### src/rtl/vwb_queue.sv
// Writeback request queue: DEPTH-entry FIFO feeding the register-select decoder.
// Define VWB_QUEUE_SCOREBOARD_EN to build the per-entry group masks behind `pending`.
module vwb_queue #(
    parameter int unsigned DATA_W = 256,
    parameter int unsigned DEPTH  = 4
) (
    input  logic                       clk,
    input  logic                       rst_n,
    input  logic                       flush,
    input  logic                       in_valid,
    output logic                       in_ready,
    input  logic [4:0]                 in_sel,
    input  logic [2:0]                 in_vlmul,
    input  logic [DATA_W-1:0]          in_data,
    input  logic                       wb_stall,
    output logic                       wb_load,
    output logic [4:0]                 wb_sel,
    output logic [2:0]                 vlmul,
    output logic [DATA_W-1:0]          wb_data,
    output logic [31:0]                pending,
    output logic [$clog2(DEPTH):0]     count,
    output logic                       err
);

    localparam int unsigned PW = $clog2(DEPTH);
    localparam int unsigned CW = PW + 1;

    logic [PW-1:0]     head_q, head_d;
    logic [PW-1:0]     tail_q, tail_d;
    logic [CW-1:0]     count_q, count_d;
    logic              full_q, full_d;
    logic              err_q, err_d;

    logic [4:0]        sel_mem   [DEPTH];
    logic [2:0]        vlmul_mem [DEPTH];
    logic [DATA_W-1:0] data_mem  [DEPTH];

    logic push, pop, not_empty;

    assign not_empty = (count_q != '0);
    assign in_ready  = rst_n & ~full_q & ~flush;
    assign push      = in_valid & in_ready;
    assign pop       = not_empty & ~wb_stall;

    always_comb begin
        head_d  = head_q;
        tail_d  = tail_q;
        count_d = count_q;
        err_d   = err_q | (push & in_vlmul[2]);
        if (flush) begin
            head_d  = '0;
            tail_d  = '0;
            count_d = '0;
        end else begin
            if (push) tail_d = tail_q + PW'(1);
            if (pop)  head_d = head_q + PW'(1);
            count_d = count_q + CW'(push) - CW'(pop);
        end
        full_d = (count_d == CW'(DEPTH));
    end

    always_ff @(posedge clk) begin
        if (!rst_n) begin
            head_q  <= '0;
            tail_q  <= '0;
            count_q <= '0;
            full_q  <= 1'b0;
            err_q   <= 1'b0;
        end else begin
            head_q  <= head_d;
            tail_q  <= tail_d;
            count_q <= count_d;
            full_q  <= full_d;
            err_q   <= err_d;
        end
    end

    // Payload storage needs no reset: outputs are gated by occupancy.
    always_ff @(posedge clk) begin
        if (push) begin
            sel_mem[tail_q]   <= in_sel;
            vlmul_mem[tail_q] <= in_vlmul;
            data_mem[tail_q]  <= in_data;
        end
    end

    assign wb_sel  = not_empty ? sel_mem[head_q]   : '0;
    assign vlmul   = not_empty ? vlmul_mem[head_q] : '0;
    assign wb_data = not_empty ? data_mem[head_q]  : '0;
    assign wb_load = pop & ~vlmul_mem[head_q][2];
    assign count   = count_q;
    assign err     = err_q;

`ifdef VWB_QUEUE_SCOREBOARD_EN
    logic [31:0] mask_mem [DEPTH];

    // Group base is in_sel aligned down to the group size; illegal codes give no mask.
    function automatic logic [31:0] group_mask(input logic [4:0] sel, input logic [2:0] lm);
        logic [4:0]  n;
        logic [4:0]  base;
        logic [31:0] ones;
        n    = 5'd1 << lm[1:0];
        base = sel & ~(n - 5'd1);
        ones = (32'd1 << n) - 32'd1;
        return lm[2] ? '0 : (ones << base);
    endfunction

    always_ff @(posedge clk) begin
        if (push) mask_mem[tail_q] <= group_mask(in_sel, in_vlmul);
    end

    // A slot is live when its distance from head is below the occupancy.
    always_comb begin : pend_or
        logic [PW-1:0] off;
        off     = '0;
        pending = '0;
        for (int unsigned i = 0; i < DEPTH; i++) begin
            off = PW'(i) - head_q;
            if ({1'b0, off} < count_q) pending = pending | mask_mem[i];
        end
    end
`else
    assign pending = '0;
`endif

endmodule

### config.mk
export PLATFORM = sky130hd
export DESIGN_NAME = vwb_queue
export DESIGN_NICKNAME = d
export VERILOG_FILES = /design/src/rtl/vwb_queue.sv
export SDC_FILE = /design/constraint.sdc
export NUM_CORES = 1
export LEC_CHECK = 0
export ABC_AREA = 1
export BUFFER_PORTS_ARGS = -buffer_cell sky130_fd_sc_hd__buf_2
export CAP_MARGIN = 10
export CORE_MARGIN = 2
export CORE_UTILIZATION = 50
export DETAILED_ROUTE_END_ITERATION = 12
export PLACE_DENSITY = 0.75
export REMOVE_ABC_BUFFERS = 1
export SYNTH_ARGS = -nofsm -noshare
export SYNTH_HDL_FRONTEND = slang
export SYNTH_SLANG_ARGS = --single-unit
### constraint.sdc
create_clock -name clk -period 14.7 [get_ports clk]
set_input_delay 2.94 -clock clk [delete_from_list [all_inputs] [get_ports clk]]
set_output_delay 2.94 -clock clk [all_outputs]
set_load 0.03 [all_outputs]
---- Yosys cells after proc, flatten, opt, wreduce, memory -nomap -nowiden ----
Memories as Yosys holds them, arrays and structs flattened. A register that Yosys moved wholly into a read port is not among the register bits.
Cells that the tools add are included.
word-level totals
  bits in writable memories ............... 1056
  output and inout bits ................... 302
  memories kept ........................... 3
  bits in registers ....................... 9
memories
  name       depth  width  read ports  clocked after memory_dff  write ports  RTL line  text
  data_mem   4      256    1           1                         1            36        logic [DATA_W-1:0] data_mem [DEPTH];
  sel_mem    4      5      1           1                         1            34        logic [4:0] sel_mem [DEPTH];
  vlmul_mem  4      3      1           1                         1            35        logic [2:0] vlmul_mem [DEPTH];
operators by class
  add/subtract/negate cells ............... 4
  bitwise operators ....................... 12
  eq/ne operators ......................... 1
  muxes and demuxes ....................... 12
  reductions and logical operators ........ 2
operator list
  operator             count
  $mux 256             1
  $mux 2               6
  $and 1x1->1          6
  $mux 3               2
  $mux 5               1
  $not 1->1            5
  $add 2x1->2 const B  2
  $add 3x1->3          1
  $eq 3x3->1 const B   1
  $reduce_bool 3->1    1
  $sub 3x1->3          1
  $mux 1               2
  $reduce_or 2->1      1
  $or 1x1->1           1

---- Logic depth before layout (Yosys ltp) ----
Gate-level depths: netlist (run 1).
  depth after elaboration ................. 8
  depth in mapped cells ................... 13
  depth with buffers taken out ............ 13

---- Least setup slack after synthesis (run 1) ----
OpenSTA, ideal clock, no wires.
  path kind ............................... input-to-reg
  from .................................... input port flush
  to ...................................... memory data_mem[0][0] (enable)
  cell stages on the path ................. 5
  data arrival time ....................... 14818 ps
  buffers on the path ..................... 0
  slack ................................... -1013 ps
  required time ........................... 13805 ps
  library setup time ...................... 895 ps
  cells stage by stage .................... inv_1 nand2_1 nor2_1 nand2_1 nor2_1
between the ends
  word-level cells in the longest chain between the ends .. 5
RTL lines
  item                          RTL line  text
  from (decl)                   9         input logic flush,
  $not 1->1                     41        assign in_ready = rst_n & ~full_q & ~flush;
  $and 1x1->1                   41
  via in_ready                  11        output logic in_ready,
  $and 1x1->1                   42        assign push = in_valid & in_ready;
  $mux 1                        80        if (push) begin
  $mux 1 (implied by the code)  83        data_mem[tail_q] <= in_data;
  to (decl)                     36
The timed path passes the listed nets, and every way through them passes these cells.

==> results.py, run 1 <==
metrics = {
    "die": {
        "io_pins": 571,
        "initial_core_util_pct": 50.5,
        "dieArea_um2": 88300,
        "coreArea_um2": 85100,
        "rows": 107,
        "die_x_um": 297,
        "fp.dieH_um": 297,
    },
    "finish": {
        "regArea_um2": 31900,
        "stdcell_area_um2": 49300,
        "multi_input_area_um2": 8670,
        "layout.nets": 4236,
        "layout_commonest_cell": "nand2_1",
        "layout-drive-gt1-share_pct": 17.4,
        "fin_cells": 5200,
        "fillers": 6595,
        "mostFrequentLayoutCells": "nand2_1, edfxtp_1, buf_2, inv_1, a21oi_1",
        "area_delta_synth_final_pct": 14.8,
    },
    "routing": {
        "drc": 0,
        "vias": 26957,
        "dr.pass1.iters": 7,
        "wl_per_cell_um": 18.1,
        "antenna_left": 0,
        "vias_per_cell": 5.18,
        "drt-total-wl_mm": 94.1,
        "drt_iter0_drc": 2394,
    },
    "global_routing": {
        "grt_pass1_wl_mm": 145,
        "antenna_found_initial": 28,
        "grt_overflow": 0,
        "top_usage_layer": "met2",
        "grtUsageTotal_pct": 20.9,
        "grt.met3_usage_pct": 5.44,
        "use_met2_pct": 36.0,
        "grt_start_max_net_pins": 136,
        "grt_util_met1_pct": 25.8,
        "grt_pass1_vias": 26105,
    },
    "hold_path": {
        "holdPathStages": 2,
        "hold_start": "err",
        "hold_class": "reg -> reg",
        "hold-path-endpoint": "err",
    },
    "placement": {
        "place_ws_ns": 6.64,
        "port_buffers": 538,
        "dp_hpwl_mm": 52.5,
        "place.gp.congestion": 0.803,
        "dp_cells": 4997,
        "postPlaceCellArea_um2": 46100,
    },
    "clocking": {
        "clock_sinks": 1067,
        "post-cts-setup-buffers": 0,
        "h-tree-depth": 3,
        "cts.clk_slew.worst_paths_ns": 0.06,
        "cts_tree": "done",
        "cts_root_buf": "clkbuf_16",
        "hold_buffers": 0,
        "insertion_delay_ns": 0.66,
        "cts.path.max_buffers": 3,
        "cts_buffers": 105,
        "cts_resized": 0,
    },
    "setup_path": {
        "reg2reg_depth": 6,
        "cp-end-kind": "output pin",
        "crit_path_frequent_cell": "buf_4",
        "critPathArrivalTime_ns": 5.82,
        "crit_path_start_kind": "flip-flop",
        "crit_chain": "buf_4 -> buf_4 -> buf_4 -> buf_4 -> nand2_1 -> nand2_1 -> nand2_1 -> a21oi_1 -> buf_2",
        "reg2reg_slack_ns": 10.58,
        "r2r_start": "full_q",
        "worst_r2r_endpoint": "data_mem[2][85]",
        "path_class": "reg -> out",
        "cp_top_family": "buffers and inverters",
        "critPathMaxStageDelay_ns": 0.88,
        "cp_slowest_cell": "dfxtp_4",
        "cp.required_ns": 11.76,
        "cp_max_fo": 98,
        "cp.buffers_inverters": 5,
    },
    "yosys": {
        "synth_seq_cells": 1067,
        "syn-instance-count": 3488,
        "ys_types": 18,
        "yosys_warnings": 0,
        "syn_area_um2": 43000,
        "synth.avg_cell_area_um2": 12.3,
        "ys_seq_area_share_pct": 74.3,
    },
    "run": {
        "drv_cap": 0,
    },
    "power": {
        "totalPowerFinal_mw": 6.20,
        "irDropWorstVdd_uv": 129,
        "leakagePower_nw": 19.4,
        "powerDensity_nw_per_um2": 126,
    },
    "sta": {
        "setup_ws_ns": 5.94,
        "min_period_ns": 8.76,
        "finalSetupViolations": 0,
        "slew-limit-headroom_pct": 21.7,
        "worst_pin_slew_ns": 1.17,
        "max_freq_mhz": 114,
        "drv_slew": 0,
        "finalCritPeriodShare_pct": 59.6,
        "grt_setup_unrepaired": "false",
        "finalHoldViolations": 0,
        "skew_ns": 0.0326,
        "setup_tns_ns": 0,
    },
    "status": {
        "status": "finished clean",
    },
}
-- cell usage after synthesis --
master / count / area (µm²)
nand2_1: 1338 / 5020
edfxtp_1: 1056 / 31700
inv_1: 286 / 1070
a21oi_1: 269 / 1350
o211ai_1: 263 / 1970
buf_2: 164 / 821
buf_4: 42 / 315
buf_6: 23 / 259
nor2_1: 13 / 48.8
dfxtp_1: 11 / 220
clkbuf_1: 7 / 26.3
ha_1: 6 / 75.1
nand3_1: 5 / 25.0
a31oi_1: 1 / 6.26
clkinv_2: 1 / 5.00
conb_1: 1 / 3.75
fa_1: 1 / 20.0
nand4_1: 1 / 6.26
-- logic make-up (layout without fill, tap and decap cells) --
group | after synthesis | count (layout) | synth area share [%]
other cells | 1 | 48 | 0.00873
buf+inv | 523 | 1044 | 5.82
compound gates | 533 | 533 | 7.74
fa+ha+maj | 7 | 7 | 0.221
flops | 1067 | 1067 | 74.3
simple gates | 1357 | 1357 | 11.9
-- how the worst max path moves through the flow --
stage                     startpoint      endpoint  depth (start not counted)
after floorplan            flip-flop       wb_load                          6
final                      flip-flop   wb_data[18]                          9
after CTS                  flip-flop   wb_data[18]                          9
after detailed placement   flip-flop   wb_data[18]                          9
after global placement     flip-flop   wb_data[68]                          9
after global routing       flip-flop  wb_data[150]                          9
-- flip-flops by register name (all words and copies together) (netlist names), named ones only --
signal and count:
data_mem 1024, sel_mem 20, vlmul_mem 12, count 3, head_q 2, tail_q 2, err 1, full_q 1
-- per-stage QoR --
stage	hold WS [ns]	util, %
after floorplan	0.449	-
after global placement	0.456	54.2
after detailed placement	0.459	54.2
after CTS	0.474	57.9
after global routing	0.500	57.9
final	0.472	57.9
-- report_power, final --
part | internal, mW | switching (mW) | leakage (nW)
registers | 3.37 | 0.00788 | 9.63
clock network | 1.39 | 1.06 | 1.52
logic | 0.0884 | 0.271 | 8.25
total | 4.86 | 1.34 | 19.4
-- worst reg2reg max path, stage by stage, from the launching register on --
cell,delay (ns)
dfxtp_1,0.31
nor2_1,0.23
nand2_1,0.33
nor2_4,0.47
buf_12,0.47
buf_4,0.87
buf_4,0.98
-- final cells by class --
type                    instances  area share [%]
flip-flops and latches       1067            64.8
multi-input cells            1929            17.6
repair buffers                570            6.05
clock buffers                 142            5.74
well taps                    1144            2.90
inverters                     287            2.23
clock inverters                45           0.629
diodes                         16          0.0812
-- per-layer routing --
layer | vias up | share of wire (%)
met5 | - | 0.21
met1 | 12904 | 39
li1 | 12868 | -
met2 | 985 | 50
met4 | 30 | 2.5
met3 | 170 | 8.4
(Power assumes the default switching activity.)
==> run 2, diff against run 1 <==
--- a/config.mk
+++ b/config.mk
@@ -11,7 +11,7 @@
 export CORE_MARGIN = 2
 export CORE_UTILIZATION = 50
 export DETAILED_ROUTE_END_ITERATION = 12
-export PLACE_DENSITY = 0.75
+export PLACE_DENSITY = 0.73
 export REMOVE_ABC_BUFFERS = 1
 export SYNTH_ARGS = -nofsm -noshare
 export SYNTH_HDL_FRONTEND = slang
==> constraint.sdc (replaced) <==
create_clock -name clk -period 9.1 [get_ports clk]
set_input_delay 1.82 -clock clk [delete_from_list [all_inputs] [get_ports clk]]
set_output_delay 1.82 -clock clk [all_outputs]
set_load 0.03 [all_outputs]
==> run 2 against run 1 <==
Largest cell class unchanged; critical path depth decreased by 2; clock power increased by 61%; highest routed layer unchanged; final cell count about the same; sequential share of layout area decreased by 0.072 points; utilization increased by 0.065 points; count of clock-buffer cells in the layout decreased by 13; register-to-register slack got worse by 4.2 ns; non-clock buffer count decreased by 10.
==> results.py, run 2 (synthesis results as in run 1) <==
metrics = {
    "finish": {
        "final_util_pct": 58.0,
        "layout-drive-gt1-share_pct": 17.4,
        "mostFrequentLayoutCells": "nand2_1, edfxtp_1, buf_2, inv_1, a21oi_1",
        "top_register": "data_mem",
        "stdcell_area_um2": 49400,
        "layout.nets": 4225,
        "reg_top3": "data_mem: 1024 flops, sel_mem: 20 flops, vlmul_mem: 12 flops",
        "area_delta_synth_final_pct": 14.9,
        "layout_commonest_cell": "nand2_1",
        "largest_reg_flops": 1024,
    },
    "routing": {
        "drt-total-wl_mm": 95.4,
        "dr.pass1.iters": 5,
        "vias_per_cell": 5.20,
        "drc": 0,
        "wl_per_cell_um": 18.3,
        "antenna_left": 0,
        "drt_iter0_drc": 2241,
        "vias": 27059,
    },
    "placement": {
        "place.gp.congestion": 0.772,
        "dp_hpwl_mm": 51.6,
        "place_ws_ns": 4.12,
        "postPlaceCellArea_um2": 46200,
        "port_buffers": 538,
    },
    "clocking": {
        "cts_resized": 0,
        "cts_root_buf": "clkbuf_16",
        "cts_buffers": 104,
        "cts.clk_slew.worst_paths_ns": 0.06,
        "h-tree-depth": 3,
        "clock_sinks": 1067,
        "post-cts-setup-buffers": 0,
        "insertion_delay_ns": 0.66,
        "hold_buffers": 0,
        "cts.path.max_buffers": 3,
        "cts_tree": "done",
    },
    "power": {
        "power_switching_share_pct": 21.9,
        "powerDensity_nw_per_um2": 203,
        "p_sw_mw": 2.19,
        "comb_power_share_pct": 5.8,
        "p_int_mw": 7.82,
        "clock_power_share_pct": 39.6,
        "sequentialPowerShare_pct": 54.6,
        "leakagePower_nw": 19.4,
        "irDropWorstVdd_uv": 258,
    },
    "hold_path": {
        "hold_class": "reg -> reg",
    },
    "setup_path": {
        "cp.required_ns": 7.28,
        "cp_slowest_cell": "dfxtp_4",
        "crit_path_start_kind": "flip-flop",
        "cp_max_fo": 227,
        "crit_chain": "buf_12 -> buf_12 -> nand2_1 -> nand2_1 -> nand2_1 -> a21oi_1 -> buf_2",
        "path_class": "reg -> out",
        "critPathMaxStageDelay_ns": 0.91,
        "critPathArrivalTime_ns": 4.01,
        "cp-end-kind": "output pin",
        "crit_path_frequent_cell": "nand2_1",
    },
    "sta": {
        "slew-limit-headroom_pct": 12.1,
        "min_period_ns": 5.83,
        "drv_slew": 0,
        "setup_ws_ns": 3.27,
        "setup_tns_ns": 0,
        "max_freq_mhz": 171,
        "whs_ns": 0.464,
        "finalHoldViolations": 0,
        "grt_setup_unrepaired": "false",
        "worst_pin_slew_ns": 1.32,
        "finalCritPeriodShare_pct": 64.1,
        "finalSetupViolations": 0,
        "skew_ns": 0.0221,
    },
    "global_routing": {
        "grt_pass1_vias": 25907,
        "grt_start_max_net_pins": 230,
        "grt_overflow": 0,
        "antenna_found_initial": 39,
        "grtUsageTotal_pct": 21.0,
        "grt_pass1_wl_mm": 145,
    },
    "die": {
        "rows": 107,
        "fp.dieH_um": 297,
        "coreArea_um2": 85100,
        "initial_core_util_pct": 50.5,
        "die_x_um": 297,
        "io_pins": 571,
        "dieArea_um2": 88300,
    },
    "run": {
        "drv_cap": 0,
    },
    "status": {
        "status": "finished clean",
    },
}
==> run 2: worst paths after layout <==
kind / from / end / slack [ns] / cells past startpoint
worst min register to register: err / err / 0.46 / 2
worst min-delay path: err / err / 0.46 / 2
worst max register to register: full_q / data_mem[2][76] / 6.39 / 5
worst max-delay path: flip-flop / wb_data[84] / 3.27 / 7
==> run 2: per-layer routing <==
metal	vias to the layer above	part of all wire, %	GRT usage [%]
met3	187	8.1	5.44
li1	12884	-	-
met2	951	49	34.6
met5	-	0.20	0
met1	13007	39	26.6
met4	30	3.2	8.63
==> run 2: final cells by class <==
class,instances,area (µm²)
antenna,31,77.6
clock buffer,129,2720
clock inverter,54,403
fill,6676,35800
inverter,287,1100
multi-input combinational,1929,8670
sequential,1067,31900
tap,1144,1430
timing repair buffer,560,3020
==> run 2: critical path, delay by kind of cell (launching register included) <==
family	cells	cell delay, ns
AOI/OAI and AO/OA	1	0.22
buffers and inverters	3	1.46
DFF	1	0.91
and+or+nand+nor	3	0.33
==> run 2: per-stage QoR <==
| stage | instances | total power [mW] |
|---|---|---|
| 2_1_floorplan | 3283 | 5.95 |
| 3_3_place_gp | 4987 | 6.14 |
| 3_5_place_dp | 4987 | 6.15 |
| 4_1_cts | 5170 | 10.1 |
| 5_1_grt | 5190 | 10.3 |
| 6_report | 5201 | 10.0 |
==> run 2: power by group through the flow <==
stage | sequential (mW) | combinational, mW | clock [mW]
floorplan | 5.60 | 0.350 | 0
global placement | 5.57 | 0.572 | 0
detailed placement | 5.57 | 0.582 | 0
CTS | 5.46 | 0.586 | 4.03
global route | 5.46 | 0.632 | 4.22
finish | 5.46 | 0.583 | 3.96
